## src/rtl/qos_packet_arbiter.sv

```systemverilog
// qos_packet_arbiter: N-to-1 stream arbiter with QoS priority, round-robin
// tie-break, packet lock, anti-starvation aging and a registered output slice.
module qos_packet_arbiter #(
  parameter int T_DATA_WIDTH = 8,
  parameter int T_QOS__WIDTH = 4,
  parameter int STREAM_COUNT = 2,
  parameter int T_ID___WIDTH = $clog2(STREAM_COUNT),
  parameter int AGE_LIMIT    = 8
) (
  input  logic                    clk,
  input  logic                    rst,
  input  logic [T_DATA_WIDTH-1:0] s_data_i  [STREAM_COUNT],
  input  logic [T_QOS__WIDTH-1:0] s_qos_i   [STREAM_COUNT],
  input  logic [STREAM_COUNT-1:0] s_last_i,
  input  logic [STREAM_COUNT-1:0] s_valid_i,
  output logic [STREAM_COUNT-1:0] s_ready_o,
  output logic [T_DATA_WIDTH-1:0] m_data_o,
  output logic [T_QOS__WIDTH-1:0] m_qos_o,
  output logic [T_ID___WIDTH-1:0] m_id_o,
  output logic                    m_last_o,
  output logic                    m_valid_o,
  input  logic                    m_ready_i
);

  localparam int AW = (AGE_LIMIT > 0) ? $clog2(AGE_LIMIT + 1) : 1;

  typedef enum logic {IDLE, LOCK} state_t;

  state_t                  r_state, w_state_nxt;
  logic [T_ID___WIDTH-1:0] r_lock_id;
  logic [T_ID___WIDTH-1:0] r_rr_ptr;
  logic [AW-1:0]           r_age [STREAM_COUNT];

  logic [T_QOS__WIDTH:0]   w_eff [STREAM_COUNT];
  logic [T_QOS__WIDTH:0]   w_best;
  logic [T_ID___WIDTH-1:0] w_win_id;
  logic                    w_win_vld;
  logic [T_ID___WIDTH-1:0] w_sel_id;
  logic                    w_sel_en;
  logic                    w_sel_last;
  logic                    w_out_free;
  logic                    w_accept;

  logic [T_DATA_WIDTH-1:0] r_m_data;
  logic [T_QOS__WIDTH-1:0] r_m_qos;
  logic [T_ID___WIDTH-1:0] r_m_id;
  logic                    r_m_last;
  logic                    r_m_valid;

  // Effective priority: a stream that reached the age limit gets an extra MSB.
  always_comb begin
    for (int unsigned i = 0; i < STREAM_COUNT; i++) begin
      w_eff[i] = {1'b0, s_qos_i[i]};
      if (AGE_LIMIT != 0 && int'(r_age[i]) == AGE_LIMIT)
        w_eff[i] = {1'b1, s_qos_i[i]};
    end
  end

  // Scan from the stream after rr_ptr; only a strictly higher priority
  // displaces an earlier candidate, which yields the round-robin tie-break.
  always_comb begin
    w_win_vld = 1'b0;
    w_win_id  = '0;
    w_best    = '0;
    for (int unsigned k = 1; k <= STREAM_COUNT; k++) begin
      int unsigned idx;
      idx = (32'(r_rr_ptr) + k) % 32'(STREAM_COUNT);
      if (s_valid_i[idx] && (!w_win_vld || w_eff[idx] > w_best)) begin
        w_win_vld = 1'b1;
        w_win_id  = idx[T_ID___WIDTH-1:0];
        w_best    = w_eff[idx];
      end
    end
  end

  // Stream selection, ready generation and FSM next state.
  always_comb begin
    w_out_free  = (~r_m_valid | m_ready_i) & ~rst;
    w_sel_id    = (r_state == LOCK) ? r_lock_id : w_win_id;
    w_sel_en    = (r_state == LOCK) | w_win_vld;
    w_sel_last  = s_last_i[w_sel_id];
    w_accept    = w_sel_en & w_out_free & s_valid_i[w_sel_id];
    s_ready_o   = '0;
    if (w_sel_en && w_out_free)
      s_ready_o[w_sel_id] = 1'b1;
    w_state_nxt = r_state;
    case (r_state)
      IDLE: if (w_accept && !w_sel_last) w_state_nxt = LOCK;
      LOCK: if (w_accept &&  w_sel_last) w_state_nxt = IDLE;
      default: w_state_nxt = IDLE;
    endcase
  end

  // State, lock owner and round-robin pointer.
  always_ff @(posedge clk) begin
    if (rst) begin
      r_state   <= IDLE;
      r_lock_id <= '0;
      r_rr_ptr  <= T_ID___WIDTH'(STREAM_COUNT - 1);
    end else begin
      r_state <= w_state_nxt;
      if (r_state == IDLE && w_accept)
        r_lock_id <= w_win_id;
      if (w_accept && w_sel_last)
        r_rr_ptr <= w_sel_id;
    end
  end

  // Aging: updated only when a first beat is committed in IDLE.
  always_ff @(posedge clk) begin
    if (rst) begin
      for (int unsigned i = 0; i < STREAM_COUNT; i++)
        r_age[i] <= '0;
    end else if (AGE_LIMIT > 0 && r_state == IDLE && w_accept) begin
      for (int unsigned i = 0; i < STREAM_COUNT; i++) begin
        if (i == 32'(w_win_id))
          r_age[i] <= '0;
        else if (s_valid_i[i] && int'(r_age[i]) < AGE_LIMIT)
          r_age[i] <= r_age[i] + 1'b1;
      end
    end
  end

  // Output slice: load on accept, drop valid only when drained with no load.
  always_ff @(posedge clk) begin
    if (rst) begin
      r_m_data  <= '0;
      r_m_qos   <= '0;
      r_m_id    <= '0;
      r_m_last  <= 1'b0;
      r_m_valid <= 1'b0;
    end else if (w_accept) begin
      r_m_data  <= s_data_i[w_sel_id];
      r_m_qos   <= s_qos_i[w_sel_id];
      r_m_id    <= w_sel_id;
      r_m_last  <= w_sel_last;
      r_m_valid <= 1'b1;
    end else if (m_ready_i) begin
      r_m_valid <= 1'b0;
    end
  end

  assign m_data_o  = r_m_data;
  assign m_qos_o   = r_m_qos;
  assign m_id_o    = r_m_id;
  assign m_last_o  = r_m_last;
  assign m_valid_o = r_m_valid;

endmodule

```

## config.mk

```make
export PLATFORM = sky130hd
export DESIGN_NAME = qos_packet_arbiter
export DESIGN_NICKNAME = d
export VERILOG_FILES = /design/src/rtl/qos_packet_arbiter.sv
export SDC_FILE = /design/constraint.sdc
export NUM_CORES = 1
export LEC_CHECK = 0
export ABC_AREA = 1
export BUFFER_PORTS_ARGS = -buffer_cell sky130_fd_sc_hd__buf_2
export CORE_ASPECT_RATIO = 1.4
export CORE_MARGIN = 3
export CORE_UTILIZATION = 30
export DETAILED_ROUTE_END_ITERATION = 16
export GPL_TIMING_DRIVEN = 0
export SKIP_CTS_REPAIR_TIMING = 1
export SLEW_MARGIN = 30
export SYNTH_ARGS = -nofsm -noshare
export SYNTH_HDL_FRONTEND = slang
export SYNTH_SLANG_ARGS = --single-unit
```

## constraint.sdc

```tcl
create_clock -name clk -period 2.56 [get_ports clk]
set_clock_uncertainty 0.1 [all_clocks]
set_input_delay 0.384 -clock clk [delete_from_list [all_inputs] [get_ports clk]]
set_output_delay 0.384 -clock clk [all_outputs]
set_load 0.02 [all_outputs]
```

* Word-level counts from Yosys, hierarchy flattened *
Memory sizes are Yosys's and may differ from the RTL's.
Cells that the tools add are included.

operators by class
  add/sub/neg operators = 4
  reductions and logical operators = 12
  $lt $le $gt $ge = 10
  mux-type cells = 60
  bitwise logic cells = 15
  eq/ne operators = 2

operator list
  operator             number
  $ge 33x2->1 const B  2
  $not 1->33           2
  $mux 5               9
  $mux 1               38
  $mux 4               7
  $mux 8               3
  $add 4x1->4 const B  2
  $eq 4x4->1 const B   2
  $logic_and 1x1->1    8
  $lt 4x4->1 const B   2
  $lt 1x2->1 const B   3
  $or 1x1->1           6
  $gt 5x5->1           1
  $and 1x1->1          3
  $not 1->1            3
  $add 1x1->1 const B  2
  $ge 2x2->1 const B   1
  $logic_not 1->1      2
  $mux 2               1
  $not 1->2            1
  $pmux 1 s2           1
  $reduce_bool 2->1    1
  $demux 1 s1          1
  $ge 1x1->1 const B   1
  $logic_or 1x1->1     1

storage, ports and cells
  flip-flop bits (word level) = 18
  logic and storage cells = 112
  memories = 1
  bits of input ports = 31
  bits in writable memories = 8

memory list
  name   depth  width  rd ports  clocked after Yosys merged registers in  write ports  RTL line  source
  r_age  2      4      2         0                                        2            32        logic [AW-1:0] r_age [STREAM_COUNT];

* Logic depth before layout (Yosys ltp) *
Gate-level depths: netlist of run 1.

  word-level depth = 20
  depth in mapped cells = 21

* Worst setup path before layout of run 1 *
OpenSTA, ideal clock, no wires.

  path type = in2out
  from = in s_valid_i[1]
  to = out s_ready_o[1]
  stages on the path = 15
  required time = 2.076 ns
  setup slack = -0.266 ns
  arrival time = 2.342 ns
  cells stage by stage = inv_1 o21ai_0 o211ai_1 ha_1 nand2_1 nor2_2 nand2_1 nand3_2 nand2_2 nand2_4 nand3_2 nand2_4 nand2_4 buf_6 nor2_1

on the way
  cells in the longest elaborated chain, start to end = 13
  elaborated cells between the ends (all ways) = 22
  classes of those cells = 3 x order compare; 13 x mux; 1 x bitwise; 5 x reduce/logical

ends and longest elaborated chain
  item                                                            RTL line  source
  from (decl)                                                     15        input logic [STREAM_COUNT-1:0] s_valid_i,
  $mux 1 (not written as such) (2 in a row)                       68        if (s_valid_i[idx] && (!w_win_vld || w_eff[idx] > w_best)) begin
  $mux 5 or $mux 1 (tied branches)                                68
  $gt 5x5->1 or $logic_not 1->1 (tied branches)                   68
  $logic_or 1x1->1                                                68
  $logic_and 1x1->1                                               68
  $mux 1                                                          68
  $mux 1                                                          79        w_sel_id = (r_state == LOCK) ? r_lock_id : w_win_id;
  $lt 1x2->1 (not written as such) or $ge 1x1->1 (tied branches)  85        s_ready_o[w_sel_id] = 1'b1;
  $logic_and 1x1->1 (not written as such)                         85
  $mux 1 (not written as such)                                    85
  $demux 1 s1                                                     85
  $mux 2 (*)                                                      84        if (w_sel_en && w_out_free)
  to (decl)                                                       16        output logic [STREAM_COUNT-1:0] s_ready_o,

Mark *: on every way between the ends. The rest lies on a longest branch, timed or not. The select of a mux whose other input is x is not followed.

==> results.py, run 1 <==
metrics = {
    "timing": {
        "grt_setup_unrepaired": "yes",
        "slew_headroom_pct": 59.0,
        "finalSetupTns_ns": -6.89,
        "setup_ws_ns": -0.519,
        "finalMaxSlewViolations": 0,
        "finalSetupViolCount": 33,
        "fmax_ghz": 0.325,
        "final.min_clock_period_ns": 3.08,
        "tightest_slew_ns": 0.615,
        "min_period_over_period_pct": 120,
        "hold_violations": 0,
    },
    "pwr": {
        "swShare_pct": 37.5,
        "p_sw_mw": 0.505,
        "ir_drop_v": 0.000229,
        "total_power_mw": 1.35,
        "combPwrFrac_pct": 45.4,
        "power_frac_seq_pct": 36.7,
        "p_leak_nw": 1.22,
        "p_clk_share_pct": 17.9,
        "p_int_mw": 0.841,
        "power_density_nw_per_um2": 554,
    },
    "drt": {
        "drtAntennaViolNets": 0,
        "avgViaCountPerCell": 4.53,
        "wl_per_cell_microns": 11.2,
        "routed_wl_microns": 4290,
        "vias": 1741,
        "drtIter0Drc": 75,
        "drc_errors": 0,
        "dr.pass1.iters": 4,
    },
    "synthesis": {
        "synthCells": 251,
        "netlist_top_cells_count": "nand2_1 (85), inv_1 (32), nor2_1 (24)",
        "ys.warnings.count": 0,
        "avgSynthCellArea_sq_um": 6.89,
        "ys_seq_area_share_pct": 34.7,
        "synth_area_leaders": "dfxtp_1 (21%), nand2_1 (18%), edfxtp_1 (14%), inv_1 (6.9%), ha_1 (6.5%)",
        "yosysTopAreaCellShare_pct": 20.8,
        "synth-edff-count": 8,
        "yosysMostFrequentCell": "nand2_1",
        "async_flop_share_pct": 0,
        "syn_area_sq_um": 1730,
        "synth.distinct_cells": 27,
        "synthFlopType": "dfxtp_1",
        "synthesis.nets": 291,
        "ys_ff_latch": 26,
        "yosysTopAreaCell": "dfxtp_1",
    },
    "grt": {
        "grt_pass1_wl_microns": 6810,
        "grt_pass1_vias": 1592,
        "grt_max_degree": 15,
        "grt_util_all_layers_pct": 12.4,
        "grt_antenna_before_repair": 0,
        "grt_overflow": 0,
    },
    "cells_and_area": {
        "fillers": 586,
        "multi_input_area_sq_um": 1120,
        "finalInstanceArea_sq_um": 2430,
        "drive_above_1_share_pct": 36.4,
        "num_antenna_cells": 0,
        "fin_nets": 357,
        "area_growth_pct": 40.4,
        "regArea_sq_um": 602,
    },
    "min_path": {
        "hold_path.class": "in -> reg",
    },
    "floorplan": {
        "die_h_microns": 95.8,
        "ios": 48,
        "die-area_sq_um": 6720,
        "initial_core_util_pct": 31.1,
        "die-width_microns": 70.2,
        "core.rowCount": 32,
        "core_area_sq_um": 5570,
    },
    "cts": {
        "htree_levels": 1,
        "clockBufferDepth": 2,
        "cts.sinks": 26,
        "insertion_delay_ns": 0.27,
        "cts_tree": "done",
        "clkTransAtPathRegs_ns": 0.09,
        "root_buffer": "clkbuf_8",
        "cts_buffers": 3,
    },
    "worst_setup_path": {
        "criticalPathCategory": "reg -> out",
        "cp.required_ns": 2.08,
        "crit_path_start_kind": "register",
        "arrival_ns": 2.60,
        "endpoint_kind": "output pin",
        "worstPathMaxFanout": 10,
    },
    "outcome": {
        "violations": "setup timing",
        "outcome": "finished with violations",
    },
    "placed_design": {
        "place.gp.congestion": 0.846,
        "placed_area_sq_um": 2070,
        "port_buffers": 47,
        "dpl.hpwl_microns": 3190,
    },
    "flow_run": {
        "drv_cap": 0,
    },
}
-- flip-flops by register name, indices dropped and copies added (netlist names), named ones only --
register and flops:
r_lock_id 1, r_rr_ptr 1, m_last_o 1, m_data_o 8
m_valid_o 1, r_age 8, m_id_o 1, m_qos_o 4
-- layout by cell type (no fill, tap or decap), types with 4 or more instances in the layout --
cell type	n
o21ai_0	9
buf_2	46
edfxtp_1	8
ha_1	8
dfxtp_1	17
buf_6	5
a21oi_1	6
nand2_1	77
buf_4	11
nand3_1	12
nand4_1	6
nor2_1	18
inv_1	30
a21oi_2	6
o21ai_2	4
nand2_4	6
nand2_2	6
nand3_2	5
nor2_2	4
-- area by class of cell --
class / instances / area share (%)
buffer: 7 / 2.52
inverter: 33 / 5.10
tap: 68 / 3.50
clock buffer: 4 / 1.85
timing repair buffer: 61 / 16.1
sequential: 26 / 24.8
multi-input combinational: 185 / 46.2
-- worst max-delay path, stage by stage (launching register included) --
cell and delay (ns):
edfxtp_1 0.44, inv_1 0.09, ha_2 0.17, nand3_2 0.09, nand2_1 0.08, o211ai_1 0.08, ha_1 0.33, a21oi_1 0.18
nand3_2 0.13, nand2_2 0.10, nand2_4 0.06, nand3_4 0.08, nand2_8 0.08, buf_6 0.16, a21oi_4 0.10, buf_4 0.15
-- final timing paths --
path               startpoint      endpoint  slack (ns)  cells past startpoint
hold / removal            rst   m_data_o[5]        0.23                      2
setup / recovery  r_age[1][0]  s_ready_o[0]       -0.52                     15
hold reg to reg   m_data_o[0]   m_data_o[0]        0.36                      2
setup reg to reg  r_age[1][0]   r_age[1][2]       -0.39                     18
-- metrics by stage --
| stage | util, % | instances | setup slack, ns | hold WS, ns |
|---|---|---|---|---|
| 2_1_floorplan | - | 251 | -0.0536 | 0.346 |
| 3_3_place_gp | 37.2 | 366 | -0.584 | 0.351 |
| 3_5_place_dp | 37.2 | 366 | -0.623 | 0.352 |
| 4_1_cts | 38.0 | 370 | -0.651 | 0.236 |
| 5_1_grt | 43.6 | 384 | -0.680 | 0.237 |
| 6_report | 43.6 | 384 | -0.519 | 0.231 |
-- per-layer routing --
layer / up-vias / track usage, % / wire length, microns
li1: 933 / - / -
met1: 761 / 13.9 / 1920
met2: 43 / 23.2 / 2140
met3: 4 / 1.99 / 169
met4: 0 / 4.95 / 62
met5: - / 0 / 0
-- cell families (layout without fill, tap and decap cells) --
logic type	after synthesis	after routing	share of synthesized area (%)
AO/OA/AOI/OAI	30	30	10.6
XOR/XNOR	1	1	0.507
adder cells (fa/ha/maj)	9	9	6.51
buffers and inverters	40	105	10.2
flip-flops	26	26	34.7
AND/OR/NAND/NOR	145	145	37.5
-- power by group through the flow --
stage                     Combinational [mW]  Clock, mW  Sequential, mW
final                                  0.611      0.241           0.494
after CTS                              0.463      0.244           0.495
after floorplan                        0.315          0           0.527
after detailed placement               0.461          0           0.504
after global routing                   0.675      0.266           0.500
after global placement                 0.458          0           0.503
Note: power is estimated with default switching activity, not from simulation.
==> inputs of run 2 (changes only) <==
BUFFER_PORTS_ARGS = default   (was -buffer_cell sky130_fd_sc_hd__buf_2)
CORE_UTILIZATION = 57   (was 30)
DONT_BUFFER_PORTS = 1   (was default)
PLACE_DENSITY = 0.75   (was default)
==> run 2 against run 1 <==
Against the previous run: the run still ends with setup timing left; clock power increased by 44%; largest cell class unchanged; sequential power increased by 6.7%; critical path type unchanged; first-iteration DRC count decreased by 49%.
==> results.py, run 2 (synthesized netlist as in run 1, its figures left out) <==
metrics = {
    "worst_setup_path": {
        "crit_path_start_kind": "register",
        "arrival_ns": 2.59,
        "endpoint_kind": "output pin",
        "cp.required_ns": 2.08,
        "reg2reg_depth": 20,
        "worstPathMaxFanout": 9,
        "criticalPathCategory": "reg -> out",
    },
    "cts": {
        "cts.sinks": 26,
        "clockBufferDepth": 2,
        "cts_buffers": 3,
        "htree_levels": 1,
        "cts_tree": "done",
        "clkTransAtPathRegs_ns": 0.10,
        "root_buffer": "clkbuf_8",
        "insertion_delay_ns": 0.28,
    },
    "cells_and_area": {
        "layout_commonest_cell": "nand2_1",
        "mostFrequentLayoutCells": "nand2_1 (79), inv_1 (30), nor2_1 (20)",
        "stdcell_count": 303,
        "fin_nets": 307,
        "num_antenna_cells": 0,
        "area_growth_pct": 20.4,
        "drive_above_1_share_pct": 20.7,
        "utilization_pct": 72.3,
    },
    "min_path": {
        "hold_path.class": "in -> reg",
        "hold_depth": 1,
    },
    "placed_design": {
        "port_buffers": 0,
        "dp_slack_ns": -0.389,
        "place.gp.congestion": 0.785,
        "dpl.hpwl_microns": 2730,
        "dp_cells": 288,
    },
    "grt": {
        "grt_util_all_layers_pct": 20.3,
        "grt_max_degree": 16,
        "grt_overflow": 0,
        "grt_pass1_wl_microns": 5930,
        "grt_pass1_vias": 1461,
        "grt_antenna_before_repair": 0,
    },
    "floorplan": {
        "core.rowCount": 23,
        "die_h_microns": 71.2,
        "die-width_microns": 52.6,
        "initial_core_util_pct": 60.1,
        "ios": 48,
        "die-area_sq_um": 3740,
        "core_area_sq_um": 2880,
    },
    "timing": {
        "min_period_over_period_pct": 120,
        "setup_ws_ns": -0.510,
        "final.min_clock_period_ns": 3.07,
        "slew_headroom_pct": 65.2,
        "hold_slack_ns": 0.0476,
        "finalSetupTns_ns": -11.19,
        "fmax_ghz": 0.326,
        "tightest_slew_ns": 0.521,
        "grt_setup_unrepaired": "yes",
        "hold_violations": 0,
        "finalSetupViolCount": 36,
        "finalMaxSlewViolations": 0,
    },
    "pwr": {
        "ir_drop_v": 0.000586,
        "p_leak_nw": 0.994,
        "power_density_nw_per_um2": 643,
    },
    "drt": {
        "drtAntennaViolNets": 0,
        "avgViaCountPerCell": 5.26,
        "drtIter0Drc": 38,
        "wl_per_cell_microns": 13.0,
        "vias": 1594,
        "routed_wl_microns": 3940,
        "drc_errors": 0,
        "dr.pass1.iters": 6,
    },
    "flow_run": {
        "drv_cap": 0,
    },
    "outcome": {
        "outcome": "finished with violations",
        "violations": "setup timing",
    },
}
==> run 2: cell types whose count changed in the layout (fill, tap and decap cells not counted), sizes merged <==
cell,previous run,this run
bufinv,0,1
buf,66,15
==> run 2: worst max-delay path: stages, from the launching register on <==
cell and delay, ns:
edfxtp_1 0.44, inv_1 0.08, ha_1 0.14, nand2_1 0.06
nor2_2 0.12, o211ai_1 0.09, ha_1 0.33, nand2_2 0.08
nor2_4 0.11, nand2_2 0.05, nand3_2 0.09, nand2_2 0.08
nand2_4 0.08, nand3_4 0.07, nand2_4 0.11, nand2_8 0.08
buf_8 0.13, nor2_4 0.16
==> run 2: area by class of cell <==
| class | instances | area (sq um) |
|---|---|---|
| Buffer | 7 | 65.1 |
| Clock buffer | 3 | 41.3 |
| Clock inverter | 1 | 30.0 |
| Fill cell | 249 | 796 |
| Inverter | 33 | 124 |
| Multi-Input combinational cell | 185 | 1070 |
| Sequential cell | 26 | 601 |
| Tap cell | 37 | 46.3 |
| Timing Repair Buffer | 11 | 108 |
==> run 2: stage by stage <==
stage | power [mW] | cell area, sq um
2_1_floorplan | 0.842 | 1750
3_3_place_gp | 0.901 | 1800
3_5_place_dp | 0.907 | 1800
4_1_cts | 1.25 | 1870
5_1_grt | 1.43 | 2080
6_report | 1.34 | 2080
==> run 2: per-layer routing <==
layer,wire length (microns),vias to the layer above,track usage (%)
met4,110,0,6.82
met3,214,8,3.16
met2,2060,45,36.6
met5,0,-,0
met1,1560,706,23.7
li1,-,835,-
==> run 2: power by group <==
| group | switching (mW) | total, mW | internal [mW] |
|---|---|---|---|
| clock network | 0.137 | 0.346 | 0.210 |
| logic | 0.278 | 0.466 | 0.188 |
| registers | 0.0602 | 0.527 | 0.466 |
==> run 2: final timing paths <==
kind / start / to / slack (ns)
max: r_age[0][0] / s_ready_o[1] / -0.51
min: rst / m_data_o[5] / 0.05
max reg2reg: r_age[0][0] / r_age[1][1] / -0.45
min reg2reg: r_lock_id / r_lock_id / 0.44
